**src/rtl/operand_fetch_16.sv**
```systemverilog
// Operand fetch stage for the bitwise logic units.
// Holds the general-purpose register file (register 0 hard-wired to zero),
// accepts writeback results, and returns operand pairs through one registered
// output stage with valid/ready flow control and write-to-read forwarding.
//
// Ports:
//   clk, reset          rising-edge clock, synchronous active-high reset
//   we, waddr, wdata    register writeback
//   req_valid/req_ready operand read request handshake (req_ready is combinational)
//   ra_addr, rb_addr    source registers for op_a / op_b
//   op_valid/op_ready   operand pair handshake towards the consumer
//   op_a, op_b          registered operand pair
//   fetch_count         wrapping count of delivered operand pairs
module operand_fetch_16 #(
  parameter int unsigned WIDTH = 16,
  parameter int unsigned NREGS = 8,
  parameter int unsigned AW    = 3
) (
  input  logic             clk,
  input  logic             reset,
  input  logic             we,
  input  logic [AW-1:0]    waddr,
  input  logic [WIDTH-1:0] wdata,
  input  logic             req_valid,
  output logic             req_ready,
  input  logic [AW-1:0]    ra_addr,
  input  logic [AW-1:0]    rb_addr,
  output logic             op_valid,
  input  logic             op_ready,
  output logic [WIDTH-1:0] op_a,
  output logic [WIDTH-1:0] op_b,
  output logic [15:0]      fetch_count
);

  localparam int unsigned CW = 16;

  logic [WIDTH-1:0] regs [NREGS];
  logic [WIDTH-1:0] rd_a;
  logic [WIDTH-1:0] rd_b;
  logic             accept;
  logic             deliver;

  // No skid buffer: a new request fits only if the output stage is empty or draining.
  assign req_ready = !op_valid || op_ready;
  assign accept    = req_valid && req_ready;
  assign deliver   = op_valid && op_ready;

  // Source read with zero register and same-cycle writeback forwarding.
  always_comb begin
    rd_a = '0;
    rd_b = '0;
    if (ra_addr != '0) begin
      if (we && (waddr == ra_addr)) rd_a = wdata;
      else                          rd_a = regs[ra_addr];
    end
    if (rb_addr != '0) begin
      if (we && (waddr == rb_addr)) rd_b = wdata;
      else                          rd_b = regs[rb_addr];
    end
  end

  // Register file; index 0 is never written so it stays zero after reset.
  always_ff @(posedge clk) begin
    if (reset) begin
      for (int i = 0; i < int'(NREGS); i++) regs[i] <= '0;
    end else if (we && (waddr != '0)) begin
      regs[waddr] <= wdata;
    end
  end

  // Output stage: operands are captured at acceptance and held through stalls.
  always_ff @(posedge clk) begin
    if (reset) begin
      op_valid <= 1'b0;
      op_a     <= '0;
      op_b     <= '0;
    end else if (accept) begin
      op_valid <= 1'b1;
      op_a     <= rd_a;
      op_b     <= rd_b;
    end else if (deliver) begin
      op_valid <= 1'b0;
    end
  end

  // Delivered-pair counter, modulo 2^16.
  always_ff @(posedge clk) begin
    if (reset)        fetch_count <= '0;
    else if (deliver) fetch_count <= fetch_count + CW'(1);
  end

endmodule

```
**config.mk**
```make
export PLATFORM = sky130hd
export DESIGN_NAME = operand_fetch_16
export DESIGN_NICKNAME = d
export VERILOG_FILES = /design/src/rtl/operand_fetch_16.sv
export SDC_FILE = /design/constraint.sdc
export NUM_CORES = 1
export LEC_CHECK = 0
export CORE_MARGIN = 2
export CORE_UTILIZATION = 50
export CTS_BUF_LIST = sky130_fd_sc_hd__clkbuf_4
export DETAILED_ROUTE_END_ITERATION = 10
export GPL_TIMING_DRIVEN = 0
export PLACE_DENSITY = 0.69
export RECOVER_POWER = 25
export SETUP_SLACK_MARGIN = 0.4
export SYNTH_ARGS = -nofsm -noshare
export SYNTH_HDL_FRONTEND = slang
export SYNTH_SLANG_ARGS = --single-unit
```
**constraint.sdc**
```tcl
create_clock -name clk -period 2.05 [get_ports clk]
set_clock_uncertainty 0.2 [all_clocks]
set_input_delay 0.3075 -clock clk [delete_from_list [all_inputs] [get_ports clk]]
set_output_delay 0.3075 -clock clk [all_outputs]
set_load 0.01 [all_outputs]
```
==> flow_metrics.tcl <==
set metrics [dict create \
    outcome "finished, final reports clean" \
    synth-seq-area-share_pct 54.6 \
    setup_viol 0 \
    h-tree-depth 4 \
    cts_root_buf "clkbuf_4" \
    vias 6954 \
    grt_start_max_net_pins 17 \
    cp.arrival_ps 2070 \
    worst_setup_path_start_kind "input pin" \
    rows 48 \
    fin_crit_ps 1980 \
    cts.sinks 177 \
    slew_headroom_pct 8.73 \
    fmax_mhz 505 \
    clock_path_buffers 2 \
    powerDensity_nw_per_um2 668 \
    slowest_delay_ps 510 \
    io_buffers 75 \
    end_kind "flip-flop" \
    fp.dieW_um 137 \
    slew_violations 0 \
    io_pins 80 \
    post-place-ws_ps -781 \
    synth_edf_count 128 \
    dpl.hpwl_mm 17.7 \
    fin_util_pct 65.0 \
    worst-slew-pin-transition_ps 1370 \
    ys_top_cells_by_area "edfxtp_1 (44%), dfxtp_1 (11%), mux4_2 (8.2%), and2_1 (8.1%), mux2_2 (3.4%)" \
    placed_area_um2 10100 \
    timing_worst_setup_path_type "input pin to flip-flop" \
    final_area_um2 11200 \
    finalCritPeriodShare_pct 96.7 \
    yosysWarningCount 0 \
    wl_per_cell_um 24.1 \
    area_growth_syn_to_layout_pct 27.4 \
    fin_nets 923 \
    layout-drive-gt1-share_pct 40.8 \
    grt_pass1_vias 6850 \
    synth_largest_area_cell "edfxtp_1" \
    track_usage_pct 30.0 \
    slowest_stage "nor2_1" \
    vias_per_cell 6.15 \
    mappedNetlistArea_um2 8830 \
    hold_violations 0 \
    dieArea_um2 18700 \
    antenna_found_initial 1 \
    synthCells 714 \
    irDropWorstVdd_mv 0.338 \
    synth-async-reset-ratio_pct 0 \
    clock_latency_ps 590 \
    rsz0062_at_grt "true" \
    place.gp.congestion 0.898 \
    clkTransAtPathRegs_ps 150 \
    crit_fanout 10 \
    grt-ovfl-total 0 \
    synth_top_area_share_pct 43.5 \
    grt_pass1_wl_mm 39.9 \
    drt_wl_total_mm 27.3 \
    tritoncts "built" \
    cap_violations 0 \
    core_area_um2 17300 \
    fin_ws_ps 68.0 \
    numCtsBuffers 17 \
    start_util_pct 51.0 \
    final_common_cell "edfxtp_1" \
    synth_seq_cells 177 \
    min_path_type "input pin to flip-flop" \
    path_cells "dlygate4sd2_1 -> buf_8 -> nand3b_1 -> clkbuf_1 -> nor2_1 -> or2_4 -> clkbuf_2" \
    worstPathRequired_ps 2140 \
    syn_avg_cell_area_um2 12.4 \
    final_antenna_net_count 0 \
    p_leak_uw 0.00436 \
    first_iter_violations 724 \
    post-route-drc-count 0 \
    final_cell_mix "edfxtp_1 (128), and2_1 (93), buf_2 (51)" \
    yosysUniqueCellTypes 48 \
    die_y_um 137 \
    dr.pass1.iters 6 \
    synth_ff_type "edfxtp_1" \
]
==> state kept, by name, summed over array words and instances (netlist names) <==
signal / flops
op_b: 16
op_valid: 1
op_a: 16
fetch_count: 16
regs: 128
==> cells in the mapped netlist, drive strengths merged (10+ instances only) <==
master / number
mux2i: 25
a21oi: 13
clkbuf: 21
and2: 115
dfxtp: 49
nor2: 39
nand2: 50
edfxtp: 128
mux4: 32
o21ai: 50
buf: 29
a22o: 16
mux2: 32
a22oi: 23
xor2: 10
==> area by class of cell <==
type | instances | area, um2
Fill cell | 1310 | 6050
Buffer | 50 | 439
Multi-Input combinational cell | 499 | 4110
Inverter | 3 | 11.3
Tap cell | 225 | 282
Antenna cell | 1 | 2.50
Timing Repair Buffer | 144 | 1230
Sequential cell | 177 | 4900
Clock inverter | 11 | 113
Clock buffer | 21 | 158
==> path summary, 6_finish.rpt <==
kind,start,end,slack [ps],depth (start not counted)
hold / removal,rb_addr[1],op_b[12],60,4
setup / recovery,reset,regs[5][12],70,7
hold reg to reg,op_b[0],op_b[0],250,2
setup reg to reg,op_valid,op_b[6],130,8
==> layer usage <==
layer  share of wire [%]  global-route usage [%]  up-vias
li1                    -                       -     3000
met1                  39                    39.1     3431
met2                  47                    48.2      442
met3                 9.7                    7.33       81
met4                 3.7                    12.4        0
met5                   0                       0        -
==> worst max-delay path, delay by kind of cell <==
family                 cells  cell delay [ps]
AND/OR/NAND/NOR            3              920
buffers and inverters      4              830
==> timing repair <==
action,in CTS,in global routing
resized for setup,369,55
hold endpoints to repair,8,0
hold buffers,2,0
cloned,3,0
buffers inserted,59,5
setup endpoints to repair,286,164
pin swaps,47,19
==> kinds of logic (layout without fill, tap and decap cells) <==
group	Yosys count	count (layout)	synth area share (%)
adder cells (fa/ha/maj)	1	1	0.142
other	1	17	0.0425
AO/OA/AOI/OAI	136	136	10.2
flip-flops	177	177	54.6
buffers and inverters	53	229	3.13
XOR/XNOR	18	18	1.79
multiplexers	89	89	15.3
AND/OR/NAND/NOR	239	239	14.7
==> metrics by stage <==
stage	TNS, ps	hold WS (ps)	instances	power, uW
after global placement	-124210	236	1029	5390
final	0	56.0	1131	7510
after CTS	0	13.0	1125	7470
after floorplan	0	228	729	4920
after detailed placement	-135680	242	1029	5430
after global routing	0	6.19	1131	7760
==> power breakdown <==
| group | switching (uW) | total (uW) | leakage, uW | internal (uW) |
|---|---|---|---|---|
| sequential | 123 | 4190 | 0.00165 | 4070 |
| clock | 1200 | 1970 | 0.000158 | 771 |
| combinational | 717 | 1350 | 0.00255 | 635 |
| total | 2040 | 7510 | 0.00436 | 5470 |
Note: power is estimated with default switching activity, not from simulation.
